<file path="src/rtl/ballot_controller.sv">
// ----------------------------------------------------------------------------
// ballot_controller
//
// Per-voter ballot front end feeding the vote logger. Four raw candidate
// buttons are synchronised and debounced; a ballot is armed when the officer
// grants one while voting is open, and exactly one clean single-candidate
// press per grant produces a one-cycle one-hot valid_vote pulse.
//
// Ports:
//   clock          single clock, rising-edge
//   reset          asynchronous active-high reset
//   voting_open    session enable; low blocks grants and aborts an armed ballot
//   ballot_enable  officer grant, sampled as a level in IDLE
//   button[3:0]    raw asynchronous buttons, bit i = candidate i+1
//   valid_vote     registered one-cycle one-hot vote pulse
//   ballot_ready   registered, high while a ballot is armed
//   invalid_press  registered one-cycle pulse on a rejected multi-button press
//   ballot_timeout registered one-cycle pulse when an armed ballot expires
// ----------------------------------------------------------------------------
module ballot_controller #(
  parameter int DEBOUNCE_CYCLES = 8,
  parameter int TIMEOUT_CYCLES  = 1000
) (
  input  logic       clock,
  input  logic       reset,
  input  logic       voting_open,
  input  logic       ballot_enable,
  input  logic [3:0] button,
  output logic [3:0] valid_vote,
  output logic       ballot_ready,
  output logic       invalid_press,
  output logic       ballot_timeout
);

  localparam int CW = $clog2(DEBOUNCE_CYCLES + 1);
  localparam int TW = (TIMEOUT_CYCLES < 1) ? 1 : $clog2(TIMEOUT_CYCLES + 1);
  localparam logic [CW-1:0] DB_LAST = CW'(DEBOUNCE_CYCLES - 1);
  localparam logic [TW-1:0] TO_LAST = TW'((TIMEOUT_CYCLES > 0) ? TIMEOUT_CYCLES - 1 : 0);

  typedef enum logic [2:0] {
    IDLE,
    ARMED,
    COMMIT,
    HOLD_DONE,
    HOLD_RETRY
  } state_t;

  state_t        state_q;
  logic [3:0]    sync1_q, sync2_q;
  logic [3:0]    db_q, db_d;
  logic [3:0]    db_prev_q;
  logic [CW-1:0] cnt_q [4];
  logic [CW-1:0] cnt_d [4];
  logic [TW-1:0] tcnt_q;
  logic [3:0]    valid_vote_q;
  logic          ready_q, invalid_q, timeout_q;
  logic          newPress, oneHot;

  // Two-flop synchroniser for the raw buttons.
  always_ff @(posedge clock or posedge reset) begin
    if (reset) begin
      sync1_q <= '0;
      sync2_q <= '0;
    end else begin
      sync1_q <= button;
      sync2_q <= sync1_q;
    end
  end

  // Debounce: a bit flips only after it has disagreed with its debounced
  // value for DEBOUNCE_CYCLES consecutive cycles; any agreement restarts it.
  always_comb begin
    db_d = db_q;
    for (int i = 0; i < 4; i++) begin
      cnt_d[i] = '0;
      if (sync2_q[i] != db_q[i]) begin
        if (cnt_q[i] == DB_LAST) begin
          db_d[i]  = ~db_q[i];
          cnt_d[i] = '0;
        end else begin
          cnt_d[i] = cnt_q[i] + 1'b1;
        end
      end
    end
  end

  always_ff @(posedge clock or posedge reset) begin
    if (reset) begin
      db_q      <= '0;
      db_prev_q <= '0;
      for (int i = 0; i < 4; i++) cnt_q[i] <= '0;
    end else begin
      db_q      <= db_d;
      db_prev_q <= db_q;
      for (int i = 0; i < 4; i++) cnt_q[i] <= cnt_d[i];
    end
  end

  // A press counts only as a rising edge out of the all-released state, so
  // buttons already held when the ballot arms can never cast a vote.
  assign newPress = (db_prev_q == 4'b0000) && (db_q != 4'b0000);
  assign oneHot   = $onehot(db_q);

  // Ballot FSM with registered outputs; the pulse outputs default low and
  // are raised on the transition edge so they appear in the following cycle.
  always_ff @(posedge clock or posedge reset) begin
    if (reset) begin
      state_q      <= IDLE;
      tcnt_q       <= '0;
      valid_vote_q <= '0;
      ready_q      <= 1'b0;
      invalid_q    <= 1'b0;
      timeout_q    <= 1'b0;
    end else begin
      valid_vote_q <= '0;
      invalid_q    <= 1'b0;
      timeout_q    <= 1'b0;
      case (state_q)
        IDLE: begin
          if (voting_open && ballot_enable) begin
            state_q <= ARMED;
            tcnt_q  <= '0;
            ready_q <= 1'b1;
          end
        end
        ARMED: begin
          if (!voting_open) begin
            state_q <= IDLE;
            ready_q <= 1'b0;
          end else if (newPress && oneHot) begin
            state_q      <= COMMIT;
            valid_vote_q <= db_q;
            ready_q      <= 1'b0;
          end else if (newPress) begin
            state_q   <= HOLD_RETRY;
            invalid_q <= 1'b1;
            ready_q   <= 1'b0;
          end else if ((TIMEOUT_CYCLES != 0) && (tcnt_q == TO_LAST)) begin
            state_q   <= IDLE;
            timeout_q <= 1'b1;
            ready_q   <= 1'b0;
          end else begin
            tcnt_q <= tcnt_q + 1'b1;
          end
        end
        COMMIT: begin
          state_q <= HOLD_DONE;
        end
        HOLD_DONE: begin
          if (db_q == 4'b0000) state_q <= IDLE;
        end
        HOLD_RETRY: begin
          // The ballot survives a rejected press; it re-arms with a fresh timeout.
          if (db_q == 4'b0000) begin
            state_q <= ARMED;
            tcnt_q  <= '0;
            ready_q <= 1'b1;
          end
        end
        default: begin
          state_q <= IDLE;
          ready_q <= 1'b0;
        end
      endcase
    end
  end

  assign valid_vote     = valid_vote_q;
  assign ballot_ready   = ready_q;
  assign invalid_press  = invalid_q;
  assign ballot_timeout = timeout_q;

endmodule

</file>
<file path="config.mk">
export PLATFORM = sky130hd
export DESIGN_NAME = ballot_controller
export DESIGN_NICKNAME = d
export VERILOG_FILES = /design/src/rtl/ballot_controller.sv
export SDC_FILE = /design/constraint.sdc
export NUM_CORES = 1
export LEC_CHECK = 0
export ABC_AREA = 1
export BUFFER_PORTS_ARGS = -buffer_cell sky130_fd_sc_hd__buf_2
export CAP_MARGIN = 20
export CORE_MARGIN = 2
export CORE_UTILIZATION = 25
export DETAILED_ROUTE_END_ITERATION = 7
export GPL_TIMING_DRIVEN = 0
export PLACE_DENSITY = 0.45
export SKIP_CTS_REPAIR_TIMING = 1
export SLEW_MARGIN = 15
export SYNTH_ARGS = -nofsm -noshare
export SYNTH_HDL_FRONTEND = slang
export SYNTH_SLANG_ARGS = --single-unit
</file>
<file path="constraint.sdc">
create_clock -name clock -period 4.15 [get_ports clock]
set_input_delay 0.2075 -clock clock [delete_from_list [all_inputs] [get_ports clock]]
set_output_delay 0.2075 -clock clock [all_outputs]
set_load 0.1 [all_outputs]
</file>
==> results of run 1 <==
## sequential cells by signal (all words and copies together), names as in the netlist, 3 cells and up
| register | flops |
|---|---|
| cnt_q | 16 |
| tcnt_q | 10 |
| db_prev_q | 4 |
| db_q | 4 |
| sync1_q | 4 |
| sync2_q | 4 |
| valid_vote | 4 |
| state_q | 3 |
## worst max path at each step
stage / start / end / slack, ns / cells after the start
2_1_floorplan: db_q[0] / valid_vote[0] / 2.06 / 8
3_3_place_gp: db_q[0] / valid_vote[3] / 1.65 / 8
3_5_place_dp: db_q[0] / valid_vote[2] / 1.70 / 8
4_1_cts: db_q[0] / valid_vote[2] / 1.67 / 8
5_1_grt: db_q[0] / valid_vote[1] / 1.40 / 8
6_report: db_q[0] / valid_vote[1] / 1.73 / 8
## cell type report
type	instances	area (um2)
Clock buffer	6	72.6
Clock inverter	2	16.3
Fill cell	1016	6500
Inverter	35	136
Multi-Input combinational cell	176	962
Sequential cell	52	1300
Tap cell	129	161
Timing Repair Buffer	19	130
## through the flow
stage	power (mW)	instances	hold slack, ns	worst slack, ns	area (um2)
floorplan	1.24	263	0.239	2.06	2400
global placement	1.37	406	0.316	1.65	2630
detailed placement	1.38	407	0.317	1.70	2650
CTS	1.68	415	-0.0247	1.67	2740
global route	1.81	419	0.000297	1.40	2780
finish	1.65	419	-0.0498	1.73	2780
## power by group
part / internal (mW) / switching, mW / total, mW
clock network: 0.120 / 0.171 / 0.291
logic: 0.214 / 0.446 / 0.659
registers: 0.615 / 0.0823 / 0.698
total: 0.949 / 0.699 / 1.65
## routing by layer
layer,vias up,routed length (um),track usage (%),part of all wire [%]
met3,6,201,3.63,4.8
met2,19,1920,14.4,46
li1,870,-,-,-
met1,755,2040,11.7,48
met5,-,0,0,0
met4,0,52,2.77,1.2
## critical path, delay by kind of cell, from the launching register on
kind | cells | cell delay [ns]
adder cells (fa/ha/maj) | 3 | 0.98
buffers and inverters | 2 | 0.15
flip-flops | 1 | 0.39
AND/OR/NAND/NOR | 3 | 0.84
## synthesized netlist by cell type, types with 3 or more instances
library cell,count
ha_1,8
xor2_1,5
nand2_1,56
nor2_2,3
a21oi_1,5
nand2_2,5
nand3_2,3
o21ai_0,4
nor2_1,43
nand3b_1,4
inv_1,32
nand3_1,18
dfrtp_1,52
xnor2_1,8
nand4_1,5
## kinds of logic after synthesis
| family | Yosys count | synth area share, % |
|---|---|---|
| buffers and inverters | 35 | 5.68 |
| adders and majority gates | 9 | 5.01 |
| DFF | 52 | 54.2 |
| xor gates and xnor gates | 13 | 4.74 |
| and+or+nand+nor | 144 | 28.3 |
| AOI/OAI and AO/OA | 10 | 2.09 |
==> results.sh, run 1 <==
export IMPL_status="finished, violations left"
export IMPL_violations="negative hold slack"
export IMPL_num_nets_final=306
export IMPL_rsz0062_at_grt="no"
export IMPL_ys_seq_elements=52
export IMPL_hold_path_class="in2async"
export IMPL_cts_tree="yes"
export IMPL_syn_area_um2=2400
export IMPL_clockBufferDepth=2
export IMPL_synth_edf_count=0
export IMPL_powerDensity_nw_per_um2=593
export IMPL_rows=35
export IMPL_synth_main_ff_cell="dfrtp_1"
export IMPL_worst_ir_drop_vdd_v=0.000186
export IMPL_rr_endpoint="valid_vote[1]"
export IMPL_cts_buffers=5
export IMPL_cp_data_required_time_ns=4.39
export IMPL_post_route_util_pct=29.9
export IMPL_core_area_um2=9280
export IMPL_die_h_um=102
export IMPL_die_area_um2=10400
export IMPL_firstDrtPassIters=4
export IMPL_finalHoldViolations=25
export IMPL_final_layout_size_suffix_gt1_share_pct=14.1
export IMPL_path_cells="inv_1 > fa_1 > inv_1 > ha_1 > ha_1 > nor3b_1 > nand4_1 > nor2_1"
export IMPL_tightest_slew_ns=0.592
export IMPL_grt_pass1_vias=1622
export IMPL_final_common_cell="nand2_1"
export IMPL_area_delta_synth_final_pct=15.8
export IMPL_grt_max_degree=28
export IMPL_gp_congestion=0.758
export IMPL_leakage_nw=1.41
export IMPL_max_cap_violations=0
export IMPL_async_flop_share_pct=100
export IMPL_cts_root_buffer="clkbuf_8"
export IMPL_max_slew_margin_rel_pct=60.5
export IMPL_period_share_pct=58.4
export IMPL_netlist_instances=263
export IMPL_fin_setup_tns_ns=0
export IMPL_ios=15
export IMPL_via_count=1650
export IMPL_ys_seq_area_share_pct=54.2
export IMPL_drt_iter0_drc=62
export IMPL_route_detailed_drc=0
export IMPL_crit_path_top_delay_cell="fa_1"
export IMPL_clk_insertion_delay_late_ns=0.31
export IMPL_grt_antenna_before_repair=0
export IMPL_dieWidth_um=102
export IMPL_endpoint_kind="flip-flop"
export IMPL_grt_pass1_wl_mm=7.44
export IMPL_rrSetupSlack_ns=1.73
export IMPL_cts_htree_levels=2
export IMPL_cts_sinks=52
export IMPL_finalClockSkew_ns=0.00772
export IMPL_r2r_cells=8
export IMPL_avgSynthCellArea_um2=9.12
export IMPL_ys_types=23
export IMPL_synth_warnings=0
export IMPL_worstSetupStartpointType="flip-flop"
export IMPL_layout_cells_most_common_list="56 x nand2_1, 52 x dfrtp_1, 43 x nor2_1"
export IMPL_crit_arrival_ns=2.66
export IMPL_ant_nets=0
export IMPL_synth_largest_area_cell="dfrtp_1"
export IMPL_grtUsageTotal_pct=9.19
export IMPL_synthTopCellsByArea="dfrtp_1 54%, nand2_1 8.8%, nor2_1 6.7%"
export IMPL_slew_viol_final=0
export IMPL_r2r_start="db_q[0]"
export IMPL_antenna_cells=0
export IMPL_cpPeakStageDelay_ns=0.54
export IMPL_whs_ns=-0.0498
export IMPL_min_period_ns=2.42
export IMPL_fmax_mhz=412
export IMPL_synth_nets=280
export IMPL_post_drt_via_cell_ratio=3.94
export IMPL_globalRouteOverflowTotal=0
export IMPL_netlist_area_leader_share_pct=54.2
export IMPL_path_class="reg2reg"
export IMPL_initial_core_util_pct=25.8
export IMPL_clkSlewWorstSetupHoldPaths_ns=0.10
export IMPL_cp_max_fo=5
export IMPL_drt_wl_total_mm=4.21
export IMPL_final_setup_viol_count=0
export IMPL_io_buffers=14
export IMPL_hpwlAfterDp_mm=3.08
export IMPL_routedWlPerCell_um=10.0
(Power assumes the default switching activity.)
==> run 2, diff against run 1 <==
- ABC_AREA: 1 -> 0
- PLACE_DENSITY: 0.45 -> 0.46
- clock period: 4.15 -> 2 ns (I/O delays scaled with it)
==> results.sh, run 2 <==
export IMPL_grt_pass1_wl_mm=7.33
export IMPL_cts_htree_levels=2
export IMPL_reg_top3="cnt_q: 16 flops, tcnt_q: 10 flops"
export IMPL_avgSynthCellArea_um2=11.0
export IMPL_ys_seq_area_share_pct=57.6
export IMPL_rows=34
export IMPL_synth_main_ff_cell="dfrtp_1"
export IMPL_cts_sinks=52
export IMPL_max_slew_margin_rel_pct=57.4
export IMPL_routedWlPerCell_um=12.2
export IMPL_leakage_nw=1.25
export IMPL_cp_data_required_time_ns=2.19
export IMPL_gp_congestion=0.746
export IMPL_grt_max_degree=28
export IMPL_slew_viol_final=0
export IMPL_final_common_cell="dfrtp_1"
export IMPL_netlist_area_leader_share_pct=57.6
export IMPL_hpwlAfterDp_mm=2.88
export IMPL_finalPower_mw=3.96
export IMPL_syn_area_um2=2260
export IMPL_synth_nets=223
export IMPL_hold_start="ballot_enable"
export IMPL_grt_antenna_before_repair=0
export IMPL_final_setup_viol_count=16
export IMPL_area_delta_synth_final_pct=25.4
export IMPL_cpPeakStageDelay_ns=0.42
export IMPL_ys_seq_elements=52
export IMPL_worstSetupStartpointType="flip-flop"
export IMPL_async_flop_share_pct=100
export IMPL_finalClockSkew_ns=0.0111
export IMPL_placed_cell_area_um2=2490
export IMPL_synthTopCellsByArea="dfrtp_1 58%, ha_1 4.4%, xnor2_1 3.1%"
export IMPL_yosys_top_cells_count="52 x dfrtp_1, 17 x inv_1, 17 x nor2_1"
export IMPL_route_detailed_drc=0
export IMPL_ant_nets=0
export IMPL_worst_ir_drop_vdd_v=0.000545
export IMPL_highest_layer="met4"
export IMPL_dieWidth_um=99.1
export IMPL_cts_tree="yes"
export IMPL_endpoint_kind="flip-flop"
export IMPL_crit_family="compound AO/OA/AOI/OAI gates"
export IMPL_period_share_pct=109
export IMPL_regMostFlops="cnt_q"
export IMPL_setup_ws_ns=-0.178
export IMPL_synthMostInstantiatedCell="dfrtp_1"
export IMPL_globalRouteOverflowTotal=0
export IMPL_io_buffers=14
export IMPL_die_h_um=99.1
export IMPL_rrSetupSlack_ns=-0.18
export IMPL_dpl_cell_count=329
export IMPL_wl_met3_um=165
export IMPL_rsz0062_at_grt="yes"
export IMPL_met2_length_mm=1.94
export IMPL_crit_start="db_q[0]"
export IMPL_tightest_slew_ns=0.638
export IMPL_fin_cells=352
export IMPL_num_nets_final=260
export IMPL_clkSlewWorstSetupHoldPaths_ns=0.10
export IMPL_status="finished, violations left"
export IMPL_synth_warnings=0
export IMPL_min_period_ns=2.18
export IMPL_fmax_mhz=459
export IMPL_crit_arrival_ns=2.37
export IMPL_clockBufferDepth=2
export IMPL_cp_max_fo=10
export IMPL_hold_depth=3
export IMPL_final_layout_size_suffix_gt1_share_pct=23.8
export IMPL_drt_iter0_drc=55
export IMPL_die_area_um2=9820
export IMPL_path_cells="inv_2 > ha_4 > or3b_4 > a2111o_1 > a221oi_4 > buf_12 > o221ai_1"
export IMPL_crit_path_top_delay_cell="a2111o_1"
export IMPL_hold_path_class="in2reg"
export IMPL_ys_types=38
export IMPL_cts_root_buffer="clkbuf_8"
export IMPL_grt_pass1_vias=1508
export IMPL_synth_edf_count=0
export IMPL_wl_met1_mm=2.12
export IMPL_hold_path_endpoint="state_q[0]"
export IMPL_violations="negative setup slack"
export IMPL_layout_cells_most_common_list="51 x dfrtp_1, 15 x nor2_1, 14 x inv_1, 14 x nand2_1, 14 x buf_2"
export IMPL_firstDrtPassIters=4
export IMPL_critPathBufInv=2
export IMPL_ios=15
export IMPL_drt_wl_total_mm=4.30
export IMPL_antenna_cells=0
export IMPL_clk_insertion_delay_late_ns=0.31
export IMPL_grtUsageTotal_pct=9.42
export IMPL_r2r_cells=7
export IMPL_r2r_start="db_q[0]"
export IMPL_finalInstanceArea_um2=2840
export IMPL_path_class="reg2reg"
export IMPL_post_drt_via_cell_ratio=4.43
export IMPL_finalHoldViolations=0
export IMPL_synth_largest_area_cell="dfrtp_1"
export IMPL_powerDensity_nw_per_um2=1400
export IMPL_cts_buffers=5
export IMPL_via_count=1561
export IMPL_max_cap_violations=0
export IMPL_largest_reg_flops=16
export IMPL_rr_endpoint="tcnt_q[2]"
export IMPL_initial_core_util_pct=25.8
export IMPL_core_area_um2=8760
export IMPL_netlist_instances=206
## run 2: stage by stage
step	utilization (%)	TNS (ns)	worst slack [ns]	hold slack, ns
after floorplan	-	-0.523	-0.0674	0.131
after global placement	28.1	-12.16	-0.338	0.210
after detailed placement	28.4	-5.03	-0.364	0.199
after CTS	29.6	-5.30	-0.359	-0.136
after global routing	32.4	-3.35	-0.265	0.137
final	32.4	-1.92	-0.178	0.120
## run 2: final cells by class
type / instances / area [um2]
Timing Repair Buffer: 30 / 231
Clock buffer: 5 / 68.8
Clock inverter: 3 / 42.5
Buffer: 2 / 15.0
Multi-Input combinational cell: 135 / 976
Inverter: 17 / 63.8
Sequential cell: 52 / 1300
Tap cell: 108 / 135
Fill cell: 902 / 5930
## run 2: worst max-delay path by stage
stage / cells past startpoint / endpoint / slack (ns)
finish: 7 / tcnt_q[2] / -0.18
global route: 7 / tcnt_q[7] / -0.27
detailed placement: 6 / tcnt_q[6] / -0.36
CTS: 6 / tcnt_q[7] / -0.36
global placement: 6 / tcnt_q[3] / -0.34
floorplan: 6 / tcnt_q[2] / -0.07
## run 2: tightest hold or removal path, delay by kind of cell
| kind | cells | cell delay, ns |
|---|---|---|
| AO/OA/AOI/OAI | 2 | 0.18 |
| buffers and inverters | 1 | 0.10 |
## run 2: where the power goes
part / switching (mW) / internal (mW)
clock: 0.354 / 0.371
combinational: 0.969 / 0.755
sequential: 0.210 / 1.30
## run 2: per-layer routing
| layer | track usage (%) | vias up |
|---|---|---|
| li1 | - | 795 |
| met1 | 12.9 | 739 |
| met2 | 13.7 | 19 |
| met3 | 2.81 | 8 |
| met4 | 4.43 | 0 |
| met5 | 0 | - |
## run 2: kinds of logic (layout without fill, tap and decap cells)
group,after synthesis,count (layout),share of synthesized area (%)
AND/OR/NAND/NOR,83,83,18.8
flip-flops,52,52,57.6
AO/OA/AOI/OAI,34,34,11.6
buffers and inverters,19,57,3.21
adder cells (fa/ha/maj),9,9,5.31
XOR/XNOR,8,8,3.10
multiplexers,1,1,0.498
==> run 3, diff against run 2 <==
- PLACE_DENSITY: 0.46 -> 0.45
- clock period: 2 -> 2.8 ns (I/O delays scaled with it)
==> results.sh, run 3 (same netlist as run 2, synthesis figures left out) <==
export IMPL_crit_arrival_ns=2.56
export IMPL_endpoint_kind="flip-flop"
export IMPL_cp_max_fo=10
export IMPL_grt_antenna_before_repair=0
export IMPL_post_drt_via_cell_ratio=4.57
export IMPL_tightest_slew_ns=0.710
export IMPL_fmax_mhz=419
export IMPL_busiest_layer="met2"
export IMPL_drt_iter0_drc=76
export IMPL_post_route_util_pct=29.9
export IMPL_finalPower_mw=2.43
export IMPL_crit_path_top_delay_cell="a221oi_4"
export IMPL_crit_family="compound AO/OA/AOI/OAI gates"
export IMPL_area_delta_synth_final_pct=15.8
export IMPL_worst_ir_drop_vdd_v=0.000334
export IMPL_grt_use_met2_pct=13.4
export IMPL_antenna_cells=0
export IMPL_fin_cells=341
export IMPL_firstDrtPassIters=6
export IMPL_ios=15
export IMPL_finalClockSkew_ns=0.00696
export IMPL_clk_insertion_delay_late_ns=0.30
export IMPL_cp_data_required_time_ns=2.97
export IMPL_route_detailed_drc=0
export IMPL_final_common_cell="dfrtp_1"
export IMPL_leakage_nw=1.17
export IMPL_rows=34
export IMPL_num_nets_final=250
export IMPL_critPathBufInv=1
export IMPL_setup_ws_ns=0.413
export IMPL_powerDensity_nw_per_um2=927
export IMPL_regMostFlops="cnt_q"
export IMPL_ant_nets=0
export IMPL_io_buffers=14
export IMPL_dp_slack_ns=0.409
export IMPL_grt_pass1_vias=1457
export IMPL_finalInstanceArea_um2=2620
export IMPL_core_area_um2=8760
export IMPL_cpPeakStageDelay_ns=0.50
export IMPL_path_class="reg2reg"
export IMPL_dpl_cell_count=329
export IMPL_hpwlAfterDp_mm=2.90
export IMPL_dieWidth_um=99.1
export IMPL_worstSetupStartpointType="flip-flop"
export IMPL_drt_wl_total_mm=4.12
export IMPL_path_cells="inv_1 > ha_1 > or3b_4 > a2111o_1 > a221oi_4 > o221ai_1"
export IMPL_final_layout_size_suffix_gt1_share_pct=13.3
export IMPL_clkSlewWorstSetupHoldPaths_ns=0.09
export IMPL_reg_top3="cnt_q: 16 flops, tcnt_q: 10 flops"
export IMPL_gp_congestion=0.729
export IMPL_hold_path_class="in2reg"
export IMPL_finalHoldViolations=0
export IMPL_max_cap_violations=0
export IMPL_cts_buffers=5
export IMPL_grt_use_met1_pct=12.6
export IMPL_status="complete, no violations"
export IMPL_slew_viol_final=0
export IMPL_rsz0062_at_grt="no"
export IMPL_cts_tree="yes"
export IMPL_fin_setup_tns_ns=0
export IMPL_cts_root_buffer="clkbuf_8"
export IMPL_grtUsageTotal_pct=9.10
export IMPL_routedWlPerCell_um=12.1
export IMPL_globalRouteOverflowTotal=0
export IMPL_initial_core_util_pct=25.8
export IMPL_whs_ns=0.162
export IMPL_layout_cells_most_common_list="52 x dfrtp_1, 17 x nor2_1, 16 x inv_1, 16 x nand2_1, 15 x buf_2"
export IMPL_cts_htree_levels=2
export IMPL_placed_cell_area_um2=2490
export IMPL_period_share_pct=85.2
export IMPL_die_area_um2=9820
export IMPL_clockBufferDepth=2
export IMPL_cts_sinks=52
export IMPL_globalRouteMet3Util_pct=2.39
export IMPL_rrSetupSlack_ns=0.41
export IMPL_max_slew_margin_rel_pct=52.7
export IMPL_die_h_um=99.1
export IMPL_grt_max_degree=29
export IMPL_via_count=1560
export IMPL_grt_pass1_wl_mm=7.17
export IMPL_final_setup_viol_count=0
export IMPL_min_period_ns=2.39
export IMPL_largest_reg_flops=16
==> run 3: path summary, 6_finish.rpt <==
check / start / to / cells after the start
setup / recovery: db_q[1] / tcnt_q[5] / 6
hold / removal: voting_open / invalid_press / 3
setup reg to reg: db_q[1] / tcnt_q[5] / 6
hold reg to reg: sync1_q[3] / sync2_q[3] / 0
max in group asynchronous: reset / cnt_q[5] / 4
min in group asynchronous: reset / db_q[1] / 3
==> run 3: metal layers <==
metal	share of wire (%)	wire, um
met2	43	1780
met3	3.7	151
met1	51	2110
met5	0	0
met4	2.1	87
==> run 3: worst reg2reg max path, cell delays in order, from the launching register on <==
cell and delay, ns:
dfrtp_1 0.42, inv_1 0.14, ha_1 0.18, or3b_4 0.42, a2111o_1 0.41, a221oi_4 0.50, o221ai_1 0.18
==> run 3: layout make-up <==
type	count	area (um2)
buffer	2	8.76
clock buffer	5	68.8
clock inverter	2	12.5
fill	905	6150
inverter	17	63.8
multi-input combinational	135	887
sequential	52	1300
tap	108	135
timing repair buffer	20	140
==> run 3: power by group <==
group	leakage, nW	switching [mW]	internal [mW]
combinational	0.446	0.583	0.354
clock	0.0400	0.239	0.170
sequential	0.688	0.152	0.928
